## config.mk

```make
export PLATFORM = sky130hd
export DESIGN_NAME = riscv_test_monitor_flat
export DESIGN_NICKNAME = d
export VERILOG_FILES = /design/src/rtl/riscv_test_monitor_if.sv /design/src/rtl/riscv_test_monitor.sv /design/src/flat_wrapper.sv
export SDC_FILE = /design/constraint.sdc
export NUM_CORES = 1
export LEC_CHECK = 0
export BUFFER_PORTS_ARGS = -buffer_cell sky130_fd_sc_hd__buf_4
export CAP_MARGIN = 10
export CORE_ASPECT_RATIO = 0.9
export CORE_MARGIN = 2
export CORE_UTILIZATION = 53
export DETAILED_ROUTE_END_ITERATION = 10
export PLACE_DENSITY = 0.87
export SYNTH_ARGS = -nofsm -noshare
export SYNTH_HDL_FRONTEND = slang
export SYNTH_SLANG_ARGS = --single-unit
```

## constraint.sdc

```tcl
create_clock -name clk -period 3.6 [get_ports clk]
set_input_delay 0.36 -clock clk [delete_from_list [all_inputs] [get_ports clk]]
set_output_delay 0.36 -clock clk [all_outputs]
set_load 0.01 [all_outputs]
```

## src/rtl/riscv_test_monitor_if.sv

```systemverilog
// Retire/store observation bus between the Core and the test monitor.
//   master : Core side, drives the writeback and data-store signals
//   slave  : monitor side, observes them
//   wb_valid/wb_pc : one retiring instruction and its PC
//   gp_value       : current x3 (gp)
//   st_valid/st_addr/st_data : data store issued this cycle
interface riscv_test_monitor_if #(
    parameter int unsigned XLEN = 32
);
    logic            wb_valid;
    logic [XLEN-1:0] wb_pc;
    logic [XLEN-1:0] gp_value;
    logic            st_valid;
    logic [XLEN-1:0] st_addr;
    logic [XLEN-1:0] st_data;

    modport master (
        output wb_valid, wb_pc, gp_value, st_valid, st_addr, st_data
    );

    modport slave (
        input  wb_valid, wb_pc, gp_value, st_valid, st_addr, st_data
    );
endinterface

```

## src/rtl/riscv_test_monitor.sv

```systemverilog
// Pass/fail monitor for riscv-tests runs. Watches the retire and store stream
// and latches a sticky verdict from tohost store, halt PC, retire stall or timeout.
//   clk, rst          : clock, synchronous active-low reset
//   mon               : retire/store observation bus (slave)
//   done, pass        : verdict valid (sticky) and pass flag
//   cause             : 0 none, 1 tohost, 2 halt_pc, 3 stall, 4 timeout
//   fail_code         : failing test number, 0 on pass/stall/timeout
//   cycle_count       : cycles spent in RUN (saturating)
//   retire_count      : instructions retired in RUN (saturating)
module riscv_test_monitor #(
    parameter int unsigned     XLEN        = 32,
    parameter logic [XLEN-1:0] HALT_PC     = 32'h44,
    parameter logic [XLEN-1:0] TOHOST_ADDR = 32'h1000,
    parameter int unsigned     TIMEOUT     = 6000,
    parameter int unsigned     STALL_LIMIT = 64,
    parameter int unsigned     CNT_W       = 32
) (
    input  logic                  clk,
    input  logic                  rst,
    riscv_test_monitor_if.slave   mon,
    output logic                  done,
    output logic                  pass,
    output logic [2:0]            cause,
    output logic [XLEN-1:0]       fail_code,
    output logic [CNT_W-1:0]      cycle_count,
    output logic [CNT_W-1:0]      retire_count
);
    localparam int unsigned     SW         = $clog2(STALL_LIMIT + 1);
    localparam logic [SW-1:0]   STALL_LAST = SW'(STALL_LIMIT - 1);
    localparam logic [CNT_W-1:0] TIME_LAST = CNT_W'(TIMEOUT - 1);

    localparam logic [2:0] CAUSE_NONE    = 3'd0;
    localparam logic [2:0] CAUSE_TOHOST  = 3'd1;
    localparam logic [2:0] CAUSE_HALT    = 3'd2;
    localparam logic [2:0] CAUSE_STALL   = 3'd3;
    localparam logic [2:0] CAUSE_TIMEOUT = 3'd4;

    typedef enum logic [1:0] {IDLE, RUN, DONE} state_t;

    state_t            state, state_d;
    logic [SW-1:0]     stall_ctr, stall_ctr_d;
    logic              done_d, pass_d;
    logic [2:0]        cause_d;
    logic [XLEN-1:0]   fail_code_d;
    logic [CNT_W-1:0]  cycle_count_d, retire_count_d;

    // Raw event conditions; stall/timeout are only meaningful in RUN.
    logic e_tohost_c, e_halt_c, e_stall_c, e_timeout_c;
    assign e_tohost_c  = mon.st_valid && (mon.st_addr == TOHOST_ADDR) && (mon.st_data != '0);
    assign e_halt_c    = mon.wb_valid && (mon.wb_pc == HALT_PC);
    assign e_stall_c   = !mon.wb_valid && (stall_ctr == STALL_LAST);
    assign e_timeout_c = (cycle_count == TIME_LAST);

    // State and verdict registers
    always_ff @(posedge clk) begin
        if (!rst) begin
            state        <= IDLE;
            stall_ctr    <= '0;
            done         <= 1'b0;
            pass         <= 1'b0;
            cause        <= CAUSE_NONE;
            fail_code    <= '0;
            cycle_count  <= '0;
            retire_count <= '0;
        end else begin
            state        <= state_d;
            stall_ctr    <= stall_ctr_d;
            done         <= done_d;
            pass         <= pass_d;
            cause        <= cause_d;
            fail_code    <= fail_code_d;
            cycle_count  <= cycle_count_d;
            retire_count <= retire_count_d;
        end
    end

    // Next state, counters and verdict
    always_comb begin
        logic            check;
        logic            hit;
        logic            ok;
        logic [2:0]      why;
        logic [XLEN-1:0] code;

        state_d        = state;
        stall_ctr_d    = stall_ctr;
        done_d         = done;
        pass_d         = pass;
        cause_d        = cause;
        fail_code_d    = fail_code;
        cycle_count_d  = cycle_count;
        retire_count_d = retire_count;
        check          = 1'b0;
        hit            = 1'b0;
        ok             = 1'b0;
        why            = CAUSE_NONE;
        code           = '0;

        case (state)
            IDLE: begin
                if (mon.wb_valid) begin
                    state_d        = RUN;
                    cycle_count_d  = CNT_W'(1);
                    retire_count_d = CNT_W'(1);
                    stall_ctr_d    = '0;
                    check          = 1'b1;
                end
            end
            RUN: begin
                check         = 1'b1;
                cycle_count_d = (cycle_count == '1) ? cycle_count : cycle_count + CNT_W'(1);
                if (mon.wb_valid) begin
                    retire_count_d = (retire_count == '1) ? retire_count
                                                          : retire_count + CNT_W'(1);
                    stall_ctr_d    = '0;
                end else begin
                    stall_ctr_d    = stall_ctr + SW'(1);
                end
            end
            default: ;
        endcase

        // Highest-priority event wins: tohost > halt > stall > timeout
        if (check) begin
            if (e_tohost_c) begin
                hit  = 1'b1;
                ok   = (mon.st_data == XLEN'(1));
                why  = CAUSE_TOHOST;
                code = mon.st_data >> 1;
            end else if (e_halt_c) begin
                hit  = 1'b1;
                ok   = (mon.gp_value == XLEN'(1));
                why  = CAUSE_HALT;
                code = mon.gp_value >> 1;
            end else if (state == RUN && e_stall_c) begin
                hit  = 1'b1;
                why  = CAUSE_STALL;
            end else if (state == RUN && e_timeout_c) begin
                hit  = 1'b1;
                why  = CAUSE_TIMEOUT;
            end
        end

        if (hit) begin
            state_d     = DONE;
            done_d      = 1'b1;
            pass_d      = ok;
            cause_d     = why;
            fail_code_d = ok ? '0 : code;
        end
    end
endmodule
```

## src/flat_wrapper.sv

```systemverilog
// flat-port wrapper written by rule: the top's interface ports become plain ports
module riscv_test_monitor_flat 
#(
    parameter int unsigned     XLEN        = 32,
    parameter logic [XLEN-1:0] HALT_PC     = 32'h44,
    parameter logic [XLEN-1:0] TOHOST_ADDR = 32'h1000,
    parameter int unsigned     TIMEOUT     = 6000,
    parameter int unsigned     STALL_LIMIT = 64,
    parameter int unsigned     CNT_W       = 32
)
  (clk, rst, done, pass, cause, fail_code, cycle_count, retire_count, mon_wb_valid, mon_wb_pc, mon_gp_value, mon_st_valid, mon_st_addr, mon_st_data);
  riscv_test_monitor_if #(.XLEN(XLEN)) mon_i ();
  input  logic clk;
  input  logic rst;
  output logic done;
  output logic pass;
  output logic [2:0] cause;
  output logic [XLEN-1:0] fail_code;
  output logic [CNT_W-1:0] cycle_count;
  output logic [CNT_W-1:0] retire_count;
  input wire logic [$bits(mon_i.wb_valid)-1:0] mon_wb_valid;
  input wire logic [$bits(mon_i.wb_pc)-1:0] mon_wb_pc;
  input wire logic [$bits(mon_i.gp_value)-1:0] mon_gp_value;
  input wire logic [$bits(mon_i.st_valid)-1:0] mon_st_valid;
  input wire logic [$bits(mon_i.st_addr)-1:0] mon_st_addr;
  input wire logic [$bits(mon_i.st_data)-1:0] mon_st_data;
  assign mon_i.wb_valid = mon_wb_valid;
  assign mon_i.wb_pc = mon_wb_pc;
  assign mon_i.gp_value = mon_gp_value;
  assign mon_i.st_valid = mon_st_valid;
  assign mon_i.st_addr = mon_st_addr;
  assign mon_i.st_data = mon_st_data;
  riscv_test_monitor #(.XLEN(XLEN), .HALT_PC(HALT_PC), .TOHOST_ADDR(TOHOST_ADDR), .TIMEOUT(TIMEOUT), .STALL_LIMIT(STALL_LIMIT), .CNT_W(CNT_W)) u_core (.clk(clk), .rst(rst), .mon(mon_i), .done(done), .pass(pass), .cause(cause), .fail_code(fail_code), .cycle_count(cycle_count), .retire_count(retire_count));
endmodule
```

==> results.sh <==
export IMPL_final_core_util_pct=72.40
export IMPL_cts_sinks=109
export IMPL_end_kind="flip-flop"
export IMPL_fin_setup_tns_ns=0
export IMPL_leakage_nw=3.630
export IMPL_final_layout_size_suffix_gt1_share_pct=28.50
export IMPL_core_area_sq_um=11300
export IMPL_stdcell_count=1115
export IMPL_dp_hpwl_microns=13800
export IMPL_overflow=0
export IMPL_worst_slack_ns=0.8751
export IMPL_cts_clk_slew_worst_paths_ns=0.08
export IMPL_cts_root_buf="clkbuf_16"
export IMPL_drt_iter0_markers=715
export IMPL_p_per_area_nw_per_um2=294.9
export IMPL_antenna_found_initial=1
export IMPL_dr_pass1_iters=5
export IMPL_n_fill_cell=937
export IMPL_grt_util_all_layers_pct=29.78
export IMPL_path_class="reg2reg"
export IMPL_seq_area_frac_synth_pct=36.06
export IMPL_yosysTopAreaCell="dfxtp_1"
export IMPL_ir_drop_mv=0.2543
export IMPL_postCtsSetupBuffers=0
export IMPL_rsz0062_at_grt="false"
export IMPL_crit_end="u_core.cycle_count[29]"
export IMPL_die_area_sq_um=12290
export IMPL_synthCells=744
export IMPL_arrival_ns=3.01
export IMPL_first_global_vias=6137
export IMPL_grt_pass1_wl_microns=29530
export IMPL_syn_nets=879
export IMPL_placed_area_sq_um=7879
export IMPL_initial_core_util_pct=53.58
export IMPL_ff2ff_path_depth=6
export IMPL_synthToLayoutAreaGrowth_pct=35.13
export IMPL_grt_max_degree=68
export IMPL_nets=1088
export IMPL_hold_viol=0
export IMPL_place_inst=1098
export IMPL_io_pins=233
export IMPL_seqCellArea_sq_um=2182
export IMPL_wl_per_cell_microns=16.69
export IMPL_r2r_end="u_core.cycle_count[29]"
export IMPL_drc_errors=0
export IMPL_postSynth_asyncResetShare_pct=0
export IMPL_rows=37
export IMPL_routed_wl_microns=18610
export IMPL_slew_headroom_pct=30.76
export IMPL_r2r_start="u_core.state[0]"
export IMPL_drv_slew=0
export IMPL_worst_path_max_fanout=13
export IMPL_port_buffers=231
export IMPL_startpoint="u_core.state[0]"
export IMPL_hold_depth=3
export IMPL_finClkSkew_ns=0.008666
export IMPL_tightest_slew_ns=1.039
export IMPL_ff2ff_setup_slack_ns=0.88
export IMPL_drt_antenna_violating_nets=0
export IMPL_required_ns=3.88
export IMPL_yosys_top_cells_count="dfxtp_1 (109), nand2_1 (70), nor2_1 (65), o21ai_0 (49), and3_1 (42)"
export IMPL_synth_most_common_cell="dfxtp_1"
export IMPL_crit_path_start_kind="flip-flop"
export IMPL_vias=6633
export IMPL_vias_per_cell=5.949
export IMPL_fin_crit_sh_pct=75.69
export IMPL_status="finished, final reports clean"
export IMPL_period_needed_ns=2.725
export IMPL_synth_warnings=0
export IMPL_insertion_delay_ns=0.35
export IMPL_synthTopCellsByArea="dfxtp_1 (36%), o211a_1 (4.5%), and3_1 (4.3%)"
export IMPL_synthFlopType="dfxtp_1"
export IMPL_cts_hold_buf=0
export IMPL_synthesis_area_sq_um=6052
export IMPL_cts_buffers=9
export IMPL_ys_ff_latch=109
export IMPL_htree_levels=3
export IMPL_cap_violations=0
export IMPL_gp_congestion=0.8781
export IMPL_die_y_microns=105.4
export IMPL_synth_top_area_share_pct=36.06
export IMPL_total_power_mw=2.412
export IMPL_clockBufferDepth=2
export IMPL_syn_area_per_cell_sq_um=8.134
export IMPL_cts_resized=0
export IMPL_dp_slack_ns=0.7854
export IMPL_setup_viol=0
export IMPL_holdWs_ns=0.3264
export IMPL_fmax_mhz=367.0
export IMPL_min_path_type="in2reg"
export IMPL_cts_tree="done"
export IMPL_final_cell_area_sq_um=8178
export IMPL_multiInputGateArea_sq_um=3662
export IMPL_fp_dieW_microns=116.6
export IMPL_synth_enable_flop_cells=0
export IMPL_ys_types=56
==> metal layers <==
metal  GRT usage [%]  share of wire, %
met5               0                 0
met4           10.34               2.3
met3           6.786               7.5
met2           48.75                49
met1           38.45                41
==> cell type report <==
class / count / share of cell area, %
clock inverter: 5 / 0.5355
antenna: 1 / 0.03060
tap: 156 / 2.387
sequential: 109 / 26.68
clock buffer: 11 / 3.091
multi-input combinational: 584 / 44.78
timing repair buffer: 241 / 22.12
inverter: 8 / 0.3672
==> flip-flops by register name, summed over array words and instances, names as in the netlist <==
name / count
u_core.done: 1
u_core.pass: 1
u_core.stall_ctr: 7
u_core.cause: 3
u_core.state: 2
u_core.fail_code: 31
u_core.retire_count: 32
u_core.cycle_count: 32
==> placed cells by master, fill, tap and decap left out, drive strengths merged, types with 26 or more instances in the layout <==
master and count:
a21oi 26, and3 42, nor2 66, o21ai 50
mux2i 26, nand3 35, o211a 27, nand2 70
nand4 30, buf 241, nor4 35, dfxtp 109
xor2 27
==> cells by family after synthesis <==
family | count (synthesis) | share of synthesized area, %
flip-flops | 109 | 36.06
adder cells (fa/ha/maj) | 3 | 0.6203
multiplexers | 27 | 4.486
AND/OR/NAND/NOR | 371 | 33.31
other | 1 | 0.06196
XOR/XNOR | 43 | 6.223
AO/OA/AOI/OAI | 139 | 15.53
buffers and inverters | 51 | 3.721
==> worst min-delay path by stage <==
| stage | start | endpoint | slack, ns |
|---|---|---|---|
| 2_1_floorplan | u_core.stall_ctr[5] | u_core.stall_ctr[5] | 0.46 |
| 3_3_place_gp | u_core.fail_code[8] | u_core.fail_code[8] | 0.45 |
| 3_5_place_dp | u_core.fail_code[18] | u_core.fail_code[18] | 0.45 |
| 4_1_cts | mon_gp_value[1] | u_core.fail_code[0] | 0.32 |
| 5_1_grt | mon_gp_value[1] | u_core.fail_code[0] | 0.34 |
| 6_report | mon_gp_value[1] | u_core.fail_code[0] | 0.33 |
==> report_power, final <==
group	switching (mW)	leakage [nW]	internal (mW)
logic	0.0971	2.61	0.114
registers	0.00789	0.879	1.21
clock network	0.469	0.140	0.515
==> worst max-delay path: stages, from the launching register on <==
cell	delay, ns
dfxtp_1	0.66
nor2_1	0.13
or2_2	0.42
nor4_1	0.53
o211ai_1	0.37
or3_1	0.41
a21oi_1	0.14
Power figures use the tool's default switching activity.
